==> src/rtl/instr_encoder.sv <==
// Encodes abstract instruction requests into 32-bit MIPS words through one registered output stage.
// Optional: define ENCODER_BRANCH_ABS_EN to treat the BEQ immediate as an absolute target word address.
module instr_encoder #(
  parameter int ADDR_WIDTH = 8,
  parameter int BASE_ADDR  = 0
) (
  input  logic                  clk,
  input  logic                  rst,
  input  logic                  clr,
  input  logic                  in_valid,
  output logic                  in_ready,
  input  logic [3:0]            in_kind,
  input  logic [4:0]            in_rs,
  input  logic [4:0]            in_rt,
  input  logic [4:0]            in_rd,
  input  logic [15:0]           in_imm,
  input  logic                  in_last,
  output logic                  out_valid,
  input  logic                  out_ready,
  output logic [31:0]           out_word,
  output logic [ADDR_WIDTH-1:0] out_addr,
  output logic                  out_last,
  output logic                  err,
  output logic [3:0]            err_kind
);

  localparam logic [ADDR_WIDTH-1:0] LP_BASE = ADDR_WIDTH'(BASE_ADDR);

  localparam logic [3:0] K_NOP  = 4'd0;
  localparam logic [3:0] K_ADD  = 4'd1;
  localparam logic [3:0] K_SUB  = 4'd2;
  localparam logic [3:0] K_AND  = 4'd3;
  localparam logic [3:0] K_OR   = 4'd4;
  localparam logic [3:0] K_SLT  = 4'd5;
  localparam logic [3:0] K_ADDI = 4'd6;
  localparam logic [3:0] K_LW   = 4'd7;
  localparam logic [3:0] K_SW   = 4'd8;
  localparam logic [3:0] K_BEQ  = 4'd9;

  localparam logic [5:0] OP_RTYPE = 6'h00;
  localparam logic [5:0] OP_ADDI  = 6'h08;
  localparam logic [5:0] OP_LW    = 6'h23;
  localparam logic [5:0] OP_SW    = 6'h2B;
  localparam logic [5:0] OP_BEQ   = 6'h04;
  localparam logic [5:0] FN_ADD   = 6'h20;
  localparam logic [5:0] FN_SUB   = 6'h22;
  localparam logic [5:0] FN_AND   = 6'h24;
  localparam logic [5:0] FN_OR    = 6'h25;
  localparam logic [5:0] FN_SLT   = 6'h2A;

  logic                  r_out_valid;
  logic [31:0]           r_out_word;
  logic [ADDR_WIDTH-1:0] r_out_addr;
  logic                  r_out_last;
  logic [ADDR_WIDTH-1:0] r_addr;
  logic                  r_err;
  logic [3:0]            r_err_kind;

  logic                  w_accept;
  logic                  w_kind_ok;
  logic [ADDR_WIDTH-1:0] w_addr_eff;
  logic                  w_err_eff;
  logic [15:0]           w_beq_imm;
  logic [31:0]           w_word;

  assign in_ready   = !r_out_valid || out_ready;
  assign w_accept   = in_valid && in_ready;
  assign w_kind_ok  = (in_kind <= K_BEQ);
  // clr takes effect before a request accepted on the same edge
  assign w_addr_eff = clr ? LP_BASE : r_addr;
  assign w_err_eff  = clr ? 1'b0 : r_err;

`ifdef ENCODER_BRANCH_ABS_EN
  logic [15:0] w_addr16;
  assign w_addr16  = 16'(w_addr_eff);
  assign w_beq_imm = in_imm - (w_addr16 + 16'd1);
`else
  assign w_beq_imm = in_imm;
`endif

  always_comb begin
    w_word = 32'h0000_0000;
    case (in_kind)
      K_NOP:   w_word = 32'h0000_0000;
      K_ADD:   w_word = {OP_RTYPE, in_rs, in_rt, in_rd, 5'b0, FN_ADD};
      K_SUB:   w_word = {OP_RTYPE, in_rs, in_rt, in_rd, 5'b0, FN_SUB};
      K_AND:   w_word = {OP_RTYPE, in_rs, in_rt, in_rd, 5'b0, FN_AND};
      K_OR:    w_word = {OP_RTYPE, in_rs, in_rt, in_rd, 5'b0, FN_OR};
      K_SLT:   w_word = {OP_RTYPE, in_rs, in_rt, in_rd, 5'b0, FN_SLT};
      K_ADDI:  w_word = {OP_ADDI, in_rs, in_rt, in_imm};
      K_LW:    w_word = {OP_LW, in_rs, in_rt, in_imm};
      K_SW:    w_word = {OP_SW, in_rs, in_rt, in_imm};
      K_BEQ:   w_word = {OP_BEQ, in_rs, in_rt, w_beq_imm};
      default: w_word = 32'h0000_0000;
    endcase
  end

  always_ff @(posedge clk) begin
    if (rst) begin
      r_out_valid <= 1'b0;
      r_out_word  <= '0;
      r_out_addr  <= '0;
      r_out_last  <= 1'b0;
    end else if (w_accept && w_kind_ok) begin
      r_out_valid <= 1'b1;
      r_out_word  <= w_word;
      r_out_addr  <= w_addr_eff;
      r_out_last  <= in_last;
    end else if (r_out_valid && out_ready) begin
      r_out_valid <= 1'b0;
    end
  end

  always_ff @(posedge clk) begin
    if (rst) begin
      r_addr <= LP_BASE;
    end else if (w_accept && in_last) begin
      r_addr <= LP_BASE;
    end else if (w_accept && w_kind_ok) begin
      r_addr <= w_addr_eff + ADDR_WIDTH'(1);
    end else begin
      r_addr <= w_addr_eff;
    end
  end

  // err_kind keeps the first offending kind; a same-edge clr counts as clearing first
  always_ff @(posedge clk) begin
    if (rst) begin
      r_err      <= 1'b0;
      r_err_kind <= '0;
    end else begin
      if (clr) begin
        r_err      <= 1'b0;
        r_err_kind <= '0;
      end
      if (w_accept && !w_kind_ok) begin
        r_err <= 1'b1;
        if (!w_err_eff) r_err_kind <= in_kind;
      end
    end
  end

  assign out_valid = r_out_valid;
  assign out_word  = r_out_word;
  assign out_addr  = r_out_addr;
  assign out_last  = r_out_last;
  assign err       = r_err;
  assign err_kind  = r_err_kind;

endmodule

==> config.mk <==
export PLATFORM = sky130hd
export DESIGN_NAME = instr_encoder
export DESIGN_NICKNAME = d
export VERILOG_FILES = /design/src/rtl/instr_encoder.sv
export SDC_FILE = /design/constraint.sdc
export NUM_CORES = 1
export LEC_CHECK = 0
export BUFFER_PORTS_ARGS = -buffer_cell sky130_fd_sc_hd__clkbuf_2
export CAP_MARGIN = 25
export CORE_UTILIZATION = 30
export DETAILED_ROUTE_END_ITERATION = 8
export PLACE_DENSITY = 0.56
export SYNTH_ARGS = -nofsm -noshare
export SYNTH_HDL_FRONTEND = slang
export SYNTH_SLANG_ARGS = --single-unit
==> constraint.sdc <==
create_clock -name clk -period 3.2 [get_ports clk]
set_clock_uncertainty 0.15 [all_clocks]
set_input_delay 0.96 -clock clk [delete_from_list [all_inputs] [get_ports clk]]
set_output_delay 0.96 -clock clk [all_outputs]
set_load 0.05 [all_outputs]
# After elaboration in Yosys (flattened, before gate mapping)
# Cells that the tools add are included.
word_totals:
  in_bits: 41
  reg_bits: 55
  word_cells: 38
  out_inout_bits: 48
classes:
  magnitude_cmp: 1
  addsub: 1
  reduce_logical: 10
  n_mux: 10
  n_eq_ne: 9
ops:
  columns: ["operator", "count"]
  rows:
  - ["32-bit case mux with 9 select lines", 1]
  - ["4-bit by 3-bit == test with 1-bit output (second input constant)", 4]
  - ["8-bit 2-to-1 mux", 2]
  - ["4-bit 2-to-1 mux", 3]
  - ["8-bit by 1-bit adder with 8-bit output (second input constant)", 1]
  - ["4-bit by 2-bit == test with 1-bit output (second input constant)", 2]
  - ["4-bit == test (second input constant)", 2]
  - ["1-bit logical AND", 5]
  - ["4-bit by 1-bit == test with 1-bit output (second input constant)", 1]
  - ["4-bit less-or-equal comparator (second input constant)", 1]
  - ["1-bit 2-to-1 mux", 4]
  - ["1-bit logical NOT", 2]
  - ["2-bit nonzero test", 1]
  - ["2-bit OR reduction", 1]
  - ["1-bit logical OR", 1]

# Longest topological paths before layout
# Gate-level depths: netlist of run 1.
depth:
  word_depth: 5
  ltp_mapped: 8
  mapped_depth_nobuf: 6

# Worst setup path after synthesis of run 1
# OpenSTA, ideal clock, no wires.
synth_path:
  path_kind: "input-to-reg"
  start: "in clr"
  end: "reg r_addr[6]"
  path_buffers: 0
  cell_stages: 6
  setup_slack_ns: 0.635
  t_required_ns: 2.980
  t_arrival_ns: 2.345
  setup_ns: 0.070
  cell_sequence: "nor2b_1 ha_1 nand3_1 or4_4 or3_1 a21oi_1"
synth_via:
  elab_chain_len: 3
synth_rtl:
  columns: ["element", "line", "rtl"]
  rows:
  - ["start: declaration", "9", "input logic clr,"]
  - ["8-bit 2-to-1 mux (*)", "70", "assign w_addr_eff = clr ? LP_BASE : r_addr;"]
  - ["8-bit by 1-bit adder with 8-bit output", "120", "r_addr <= w_addr_eff + ADDR_WIDTH'(1);"]
  - ["8-bit 2-to-1 mux (*)", "119", "end else if (w_accept && w_kind_ok) begin"]
  - ["end signal: assignment", "120", null]
  - ["end signal: assignment", "122", "r_addr <= w_addr_eff;"]
  - ["end: declaration", "55", "logic [ADDR_WIDTH-1:0] r_addr;"]
# Mark *: on every way between the ends. The rest lies on a longest branch, timed or not.
# A chain may end at the register's enable or synchronous reset.

# Worst setup path in the final report of run 1
layout_path:
  start: "in out_ready"
  end: "out in_ready"
layout_via:
  elab_chain_len: 1
layout_rtl:
  columns: ["element", "line", "rtl"]
  rows:
  - ["start: declaration", "19", "input logic out_ready,"]
  - ["1-bit logical OR", "66", "assign in_ready = !r_out_valid || out_ready;"]
  - ["end: declaration", "11", "output logic in_ready,"]
# Every way passes these cells.

==> results of run 1 <==
final timing paths:
check	start	slack, ns	to
setup / recovery	out_ready	0.49	in_ready
hold / removal	out_addr[6]	0.30	out_addr[6]
setup reg to reg	r_addr[0]	1.13	r_addr[6]
hold reg to reg	out_addr[6]	0.30	out_addr[6]
routing by layer:
metal | global-route usage, % | vias to the layer above
li1 | - | 1075
met1 | 21.42 | 979
met2 | 21.56 | 62
met3 | 4.241 | 5
met4 | 4.471 | 0
met5 | 0 | -
cell type report:
class	count	area (sq um)	share of cell area (%)
inverters	6	22.52	0.7989
multi-input cells	178	1044	37.02
flip-flops and latches	52	1041	36.93
clock inverters	2	13.76	0.4882
well taps	96	120.1	4.261
repair buffers	95	495.5	17.58
clock buffers	6	82.58	2.929
per-stage QoR:
step / hold slack (ns) / instance area [sq um]
CTS: 0.3071 / 2819
global route: 0.3323 / 2819
finish: 0.3039 / 2819
floorplan: 0.3024 / 2211
detailed placement: 0.2932 / 2723
global placement: 0.2900 / 2723
state kept, by name, summed over array words and instances, names as in the netlist:
register / count
out_valid: 1
out_addr: 8
r_addr: 8
err_kind: 4
out_word: 29
err: 1
out_last: 1
cells in the final DEF, fill, tap and decap left out, types with 2 or more instances in the layout:
master	n
nand4_1	6
inv_1	3
o21ai_1	3
a31oi_1	2
dfxtp_1	52
nand2_1	35
nor2b_1	4
nand2b_1	4
or3_1	3
clkbuf_2	87
a21oi_1	24
clkbuf_8	6
nor3_1	2
or4_1	2
xnor2_1	3
inv_2	2
nand3_1	10
buf_4	8
nor2_1	27
a41o_1	2
a22oi_1	23
o31ai_1	3
o21ai_0	2
nand3b_1	2
nor3b_1	2
worst register-to-register path: stages, from the launching register on:
cell     delay, ns
dfxtp_1       0.33
nor2b_1       0.30
ha_1          0.23
nand3_1       0.08
or4_4         0.43
or3_1         0.35
a21oi_1       0.13
cells by family (layout without fill, tap and decap cells):
group	after synthesis	in the layout	share of synthesized area (%)
other	1	1	0.1696
AOI/OAI and AO/OA	71	71	23.15
buffers and inverters	26	109	5.716
muxes	1	1	0.4528
and+or+nand+nor	100	100	21.28
adders and majority gates	1	1	0.5658
xor gates and xnor gates	4	4	1.585
DFF	52	52	47.09
power groups by stage:
stage               logic (uW)  registers, uW  clock network, uW
floorplan                  104            771                  0
global placement           252            696                  0
detailed placement         252            696                  0
CTS                        253            681                413
global route               270            684                441
finish                     251            681                394
==> impl_metrics.tcl, run 1 <==
set metrics [dict create \
    status "completed" \
    reg2reg_depth 6 \
    overflow 0 \
    rsz0062_at_grt "no" \
    grt_pass1_vias 1786 \
    ios 89 \
    dp_hpwl_mm 4.303 \
    async_flop_share_pct 0 \
    place_ws_ns 0.3858 \
    fp.dieArea_sq_um 7717 \
    drcViolationCount 0 \
    avgViaCountPerCell 4.876 \
    die_x_um 87.85 \
    yosys.area.top_type "dfxtp_1" \
    cts_made_buffers 5 \
    netSwitchingFraction_pct 30.69 \
    met1_length_mm 2.785 \
    netlist.area_leader.share_pct 47.09 \
    worst_pin_slew_ns 0.6619 \
    worstSetupStartpointType "input pin" \
    via_count 2121 \
    yosysSeqAreaShare_pct 47.09 \
    comb_power_share_pct 18.9 \
    avgRoutedWirePerCell_um 13.17 \
    nets 380 \
    synth_edf_count 0 \
    initial_core_util_pct 31.84 \
    crit_slowest_cell "clkbuf_2" \
    p_clk_share_pct 29.7 \
    fin_crit_ns 2.711 \
    switchingPower_uw 407.0 \
    row_count 30 \
    setup_viol 0 \
    htree_levels 2 \
    synth_most_common_cell "dfxtp_1" \
    cp_common_cell "clkbuf_2" \
    synth.top_cells.by_count "52 x dfxtp_1, 35 x nand2_1, 27 x nor2_1" \
    antenna_found_initial 0 \
    yosys-top-cells-area "dfxtp_1 47%, a22oi_1 7.8%, nand2_1 5.9%" \
    fp.dieH_um 87.85 \
    worst-endpoint-required_ns 2.09 \
    synth-main-ff-cell "dfxtp_1" \
    crit_chain "clkbuf_2 > nor2b_1 > inv_2 > clkbuf_2" \
    final_max_slew_viol_count 0 \
    power_frac_seq_pct 51.4 \
    drtIter0Drc 98 \
    placed_cells 427 \
    slowest_delay_ns 0.25 \
    critical_path_arrival_ns 1.60 \
    clk_path_buf_depth 2 \
    core_area_sq_um 6944 \
    drt_wl_total_mm 5.727 \
    topRoutingLayerUsed "met4" \
    vdd_ir_drop_max_mv 0.2105 \
    fin_cells 435 \
    final_layout_size_suffix_gt1_share_pct 32.15 \
    hold_buffers 0 \
    clk_latency_ns 0.30 \
    fmax_mhz 368.8 \
    synth.cell_area_sq_um 2211 \
    crit_cells 4 \
    synth-seq-cells 52 \
    hold_depth 2 \
    antenna_cells 0 \
    crit_buf_inv 3 \
    worstSetupPathType "input pin to output pin" \
    ys_types 47 \
    grt_first_pass_wirelength_mm 8.832 \
    cp_max_fo 2 \
    grt_max_degree 30 \
    clk_pin_slew_worst_paths_ns 0.09 \
    syn_nets 298 \
    yosys_warnings 0 \
    syn_avg_cell_area_sq_um 8.636 \
    finalWorstSetupSlack_ns 0.4887 \
    power_uw 1326 \
    wl_met3_um 351 \
    grtUsageTotal_pct 14.93 \
    met2_length_mm 2.525 \
    p_per_area_nw_per_um2 470.4 \
    cts_num_sinks 52 \
    post-route-util_pct 40.59 \
    leakagePower_uw 0.001183 \
    layout.filler_cells 736 \
    clockRootBuffer "clkbuf_8" \
    syn2layout_area_growth_pct 27.50 \
    synth_cells 256 \
    cp_top_family "buffers and inverters" \
    worst_setup_path_end_kind "output pin" \
    dr.pass1.iters 4 \
    setup_tns_ns 0 \
    intPower_uw 919.2 \
    post-route-period-util_pct 84.73 \
    max_slew_margin_pct 55.88 \
    maxCapViolations 0 \
    portBuffers 87 \
    cts_tree "built" \
    hold_path_class "register to register" \
    cts_resized 0 \
    gp_congestion 0.8071 \
    ant_nets 0 \
    post_cts_buffers 0 \
    final-hold-violation-count 0 \
]
Power figures use the tool's default switching activity.
==> run 2, diff against run 1 <==
--- a/config.mk
+++ b/config.mk
@@ -5,11 +5,12 @@
 export SDC_FILE = /design/constraint.sdc
 export NUM_CORES = 1
 export LEC_CHECK = 0
+export ABC_AREA = 1
 export BUFFER_PORTS_ARGS = -buffer_cell sky130_fd_sc_hd__clkbuf_2
 export CAP_MARGIN = 25
 export CORE_UTILIZATION = 30
 export DETAILED_ROUTE_END_ITERATION = 8
-export PLACE_DENSITY = 0.56
+export PLACE_DENSITY = 0.57
 export SYNTH_ARGS = -nofsm -noshare
 export SYNTH_HDL_FRONTEND = slang
 export SYNTH_SLANG_ARGS = --single-unit
==> constraint.sdc (replaced) <==
create_clock -name clk -period 2.4 [get_ports clk]
set_clock_uncertainty 0.15 [all_clocks]
set_input_delay 0.72 -clock clk [delete_from_list [all_inputs] [get_ports clk]]
set_output_delay 0.72 -clock clk [all_outputs]
set_load 0.05 [all_outputs]
==> run 2 against run 1 <==
Clock power increased by 25%; sequential cell count unchanged; global-route usage increased by 0.36 points.
==> impl_metrics.tcl, run 2 <==
set metrics [dict create \
    post_cts_buffers 0 \
    layout.filler_cells 810 \
    cts_made_buffers 5 \
    hold_path_startpoint "err_kind[1]" \
    portBuffers 87 \
    cp_top_family "buffers and inverters" \
    initial_core_util_pct 31.51 \
    leakagePower_uw 0.001372 \
    placed_cells 497 \
    async_flop_share_pct 0 \
    core_area_sq_um 7331 \
    grt_first_pass_wirelength_mm 10.07 \
    syn_avg_cell_area_sq_um 7.240 \
    netlist.area_leader.share_pct 45.07 \
    netSwitchingFraction_pct 32.19 \
    worstSetupStartpointType "input pin" \
    reg2reg_depth 9 \
    largest_reg_flops 29 \
    drtIter0Drc 105 \
    yosys.area.top_type "dfxtp_1" \
    worstSetupPathType "input pin to output pin" \
    fp.dieH_um 89.75 \
    ios 89 \
    worst_setup_path_end_kind "output pin" \
    status "completed" \
    intPower_uw 1208 \
    p_per_area_nw_per_um2 613.2 \
    nets 447 \
    final-hold-violation-count 0 \
    yosys_warnings 0 \
    synth_most_common_cell "nand2_1" \
    dr.pass1.iters 4 \
    r2r_start "out_valid" \
    fin_cells 505 \
    worst_hold_slack_ns 0.3160 \
    slowest_delay_ns 0.31 \
    multiInputGateArea_sq_um 1059 \
    cts_tree "built" \
    hold_end "err_kind[1]" \
    r2r_slack_ns 0.71 \
    setup_viol 0 \
    post-route-period-util_pct 88.40 \
    yosysSeqAreaShare_pct 45.07 \
    final_layout_size_suffix_gt1_share_pct 29.06 \
    synth_cells 319 \
    p_clk_share_pct 27.6 \
    synth.cell_area_sq_um 2310 \
    syn_nets 361 \
    hold_path_class "register to register" \
    drt_wl_total_mm 5.964 \
    dpl_cell_area_sq_um 2820 \
    avgViaCountPerCell 4.529 \
    via_count 2287 \
    vdd_ir_drop_max_mv 0.2272 \
    dp_hpwl_mm 4.460 \
    grtUsageTotal_pct 15.30 \
    crit_slowest_cell "clkbuf_2" \
    clk_latency_ns 0.31 \
    htree_levels 2 \
    overflow 0 \
    r2r-end "r_addr[3]" \
    final_max_slew_viol_count 0 \
    maxCapViolations 0 \
    clk_path_buf_depth 2 \
    final_cell_mix "103 x nand2_1, 87 x clkbuf_2, 52 x dfxtp_1, 40 x a21oi_1, 34 x nand3_1" \
    synth-main-ff-cell "dfxtp_1" \
    synth.top_cells.by_count "103 x nand2_1, 52 x dfxtp_1, 40 x a21oi_1" \
    rsz0062_at_grt "no" \
    power_frac_seq_pct 51.3 \
    cp_max_fo 3 \
    critical_path_arrival_ns 1.25 \
    yosys-top-cells-area "dfxtp_1 45%, nand2_1 17%, a21oi_1 8.7%" \
    seqCellArea_sq_um 1041 \
    gp_congestion 0.7465 \
    cts_resized 0 \
    antenna_cells 0 \
    die_x_um 89.75 \
    ys_types 26 \
    switchingPower_uw 573.6 \
    drcViolationCount 0 \
    fin_crit_ns 2.122 \
    synth-seq-cells 52 \
    avgRoutedWirePerCell_um 11.81 \
    clockRootBuffer "clkbuf_8" \
    fp.dieArea_sq_um 8054 \
    row_count 31 \
    clk_pin_slew_worst_paths_ns 0.09 \
    grt_pass1_vias 2137 \
    cp_common_cell "clkbuf_2" \
    cts_num_sinks 52 \
    crit_buf_inv 3 \
    hold_depth 2 \
    synth_edf_count 0 \
    hold_buffers 0 \
    syn2layout_area_growth_pct 25.79 \
    comb_power_share_pct 21.1 \
    fmax_mhz 471.4 \
    finish.instance_area_sq_um 2905 \
    antenna_found_initial 0 \
    setup_tns_ns 0 \
    worst-endpoint-required_ns 1.53 \
    crit_chain "clkbuf_2 > inv_1 > nand2_1 > clkbuf_2" \
    ant_nets 0 \
    grt_max_degree 36 \
    layout_commonest_cell "nand2_1" \
]
==> run 2: metal layers <==
layer / vias up / track usage, % / share of wire, %
li1: 1199 / - / -
met1: 1016 / 19.96 / 48
met2: 67 / 24.74 / 44
met3: 5 / 4.738 / 7.2
met4: 0 / 3.279 / 0.86
met5: - / 0 / 0
==> run 2: power groups by stage <==
stage	Combinational, uW	Sequential [uW]	Clock, uW
CTS	379	915	515
detailed placement	379	935	0
global placement	376	935	0
floorplan	160	1050	0
finish	375	914	492
global route	407	920	554
==> run 2: area by class of cell <==
class	count	share of cell area, %
clock buffer	7	2.627
clock inverter	1	0.3015
inverter	21	2.713
multi-input combinational	227	36.43
sequential	52	35.83
tap	99	4.264
timing repair buffer	98	17.83
==> run 2: cell families after synthesis <==
family                     Yosys count  share of synthesized area, %
adders and majority gates            1                        0.5416
and+or+nand+nor                    168                         30.55
DFF                                 52                         45.07
other                                1                        0.1624
xor gates and xnor gates             1                        0.3793
AOI/OAI and AO/OA                   56                         14.19
buffers and inverters               40                         9.100
==> run 2: worst min-delay path, cell delays in order (launching register included) <==
cell,delay (ns)
dfxtp_1,0.32
nand2_1,0.06
a21oi_1,0.05
==> run 2: through the flow <==
step | setup WS [ns] | util (%) | total power (uW)
5_1_grt | 0.2444 | 39.63 | 1880
6_report | 0.2785 | 39.63 | 1782
2_1_floorplan | 0.2021 | - | 1207
3_3_place_gp | 0.2460 | 38.47 | 1311
4_1_cts | 0.2693 | 39.63 | 1809
3_5_place_dp | 0.1977 | 38.47 | 1314
==> run 2: how the worst max path moves through the flow <==
stage / startpoint / cells past startpoint / end
after global placement: out_ready / 11 / r_addr[3]
after global routing: out_ready / 4 / in_ready
after floorplan: out_ready / 9 / out_word[27]
final: out_ready / 4 / in_ready
after detailed placement: out_ready / 11 / r_addr[3]
after CTS: out_ready / 4 / in_ready
==> run 3, diff against run 2 <==
--- a/config.mk
+++ b/config.mk
@@ -11,6 +11,7 @@
 export CORE_UTILIZATION = 30
 export DETAILED_ROUTE_END_ITERATION = 8
 export PLACE_DENSITY = 0.57
+export REMOVE_ABC_BUFFERS = 1
 export SYNTH_ARGS = -nofsm -noshare
 export SYNTH_HDL_FRONTEND = slang
 export SYNTH_SLANG_ARGS = --single-unit
==> run 3 against run 2 <==
Setup slack improved by 0.071 ns; core utilization increased by 0.39 points; first-iteration DRC count decreased by 19%; combinational power increased by 1%; hold slack got worse by 0.0035 ns; sequential power about the same; clock power increased by 7.9%; non-clock buffer count decreased by 1; final cell count decreased by 0.40%; cell area increased by 0.99%; via count increased by 0.87%; critical endpoint unchanged.
==> impl_metrics.tcl, run 3 (synthesis results as in run 2) <==
set metrics [dict create \
    status "completed" \
    final_max_slew_viol_count 0 \
    hold_buffers 0 \
    core_area_sq_um 7331 \
    critical_path_arrival_ns 1.18 \
    vdd_ir_drop_max_mv 0.2878 \
    initial_core_util_pct 31.51 \
    dp_hpwl_mm 4.406 \
    drtIter0Drc 85 \
    cp_max_fo 3 \
    crit_slowest_cell "clkbuf_2" \
    antenna_found_initial 0 \
    layout_commonest_cell "nand2_1" \
    row_count 31 \
    cts_made_buffers 5 \
    cts_tree "built" \
    seqCellArea_sq_um 1041 \
    htree_levels 2 \
    fmax_mhz 487.6 \
    worst_hold_slack_ns 0.3126 \
    setup_tns_ns 0 \
    fp.dieArea_sq_um 8054 \
    fp.dieH_um 89.75 \
    gp_congestion 0.8268 \
    final-hold-violation-count 0 \
    rsz0062_at_grt "no" \
    grt_pass1_vias 2135 \
    clk_latency_ns 0.30 \
    portBuffers 87 \
    cp_common_cell "clkbuf_2" \
    cts_num_sinks 52 \
    via_count 2307 \
    setup_viol 0 \
    worstSetupStartpointType "input pin" \
    clk_pin_slew_worst_paths_ns 0.08 \
    die_x_um 89.75 \
    post-route-util_pct 40.02 \
    grtUsageTotal_pct 14.94 \
    overflow 0 \
    cts_resized 0 \
    worstSetupPathType "input pin to output pin" \
    final_cell_mix "103 x nand2_1, 87 x clkbuf_2, 52 x dfxtp_1, 40 x a21oi_1, 34 x nand3_1" \
    drt_wl_total_mm 5.994 \
    grt_first_pass_wirelength_mm 9.832 \
    nets 446 \
    finish.instance_area_sq_um 2934 \
    crit_chain "clkbuf_2 > inv_1 > nand2_1 > clkbuf_2" \
    p_per_area_nw_per_um2 621.9 \
    clk_path_buf_depth 2 \
    maxCapViolations 0 \
    antenna_cells 0 \
    leakagePower_uw 0.001384 \
    finalWorstSetupSlack_ns 0.3491 \
    post-route-period-util_pct 85.46 \
    worst_setup_path_end_kind "output pin" \
    post_cts_buffers 0 \
    clockRootBuffer "clkbuf_8" \
    ant_nets 0 \
    final_layout_size_suffix_gt1_share_pct 29.21 \
    largest_reg_flops 29 \
    hold_path_class "register to register" \
    avgRoutedWirePerCell_um 11.92 \
    slowest_delay_ns 0.28 \
    avgViaCountPerCell 4.586 \
    multiInputGateArea_sq_um 1059 \
    fin_crit_ns 2.051 \
    dpl_cell_area_sq_um 2838 \
    ios 89 \
    syn2layout_area_growth_pct 27.03 \
    place_ws_ns 0.2663 \
    worst-endpoint-required_ns 1.53 \
    layout.filler_cells 789 \
    dr.pass1.iters 4 \
    grt_max_degree 36 \
    drcViolationCount 0 \
]
-- run 3: changes by cell type in the layout (fill, tap and decap cells not counted), sizes merged --
cell / delta
clkinv: -1
buf: -1
-- run 3: layer usage --
layer  global-route usage, %  part of all wire [%]
met4                   4.235                  0.83
met1                   18.46                    46
met3                   3.638                   5.7
met5                       0                     0
met2                   25.71                    47
-- run 3: critical path: cells and delay by family --
family | cells | cell delay, ns
buffers and inverters | 3 | 0.38
AND/OR/NAND/NOR | 1 | 0.08
-- run 3: power by group --
group	leakage (uW)	switching [uW]	internal [uW]
combinational	0.000911	273	106
clock	0.0000503	273	257
sequential	0.000423	17.6	897
-- run 3: per-stage QoR --
step	total power, uW	instances
global route	1920	503
finish	1825	503
detailed placement	1318	496
CTS	1858	503
global placement	1314	496
floorplan	1175	300
-- run 3: area by class of cell --
cell class | count | area share [%]
Sequential cell | 52 | 35.48
Clock buffer | 7 | 3.284
Multi-Input combinational cell | 227 | 36.08
Timing Repair Buffer | 97 | 18.25
Inverter | 21 | 2.687
Tap cell | 99 | 4.222
-- run 3: final timing paths --
| path | startpoint | end | slack (ns) | cells after the start |
|---|---|---|---|---|
| worst max-delay path | out_ready | in_ready | 0.35 | 4 |
| worst min-delay path | err_kind[0] | err_kind[0] | 0.31 | 2 |
| worst max register to register | out_valid | out_word[11] | 0.80 | 8 |
| worst min register to register | err_kind[0] | err_kind[0] | 0.31 | 2 |
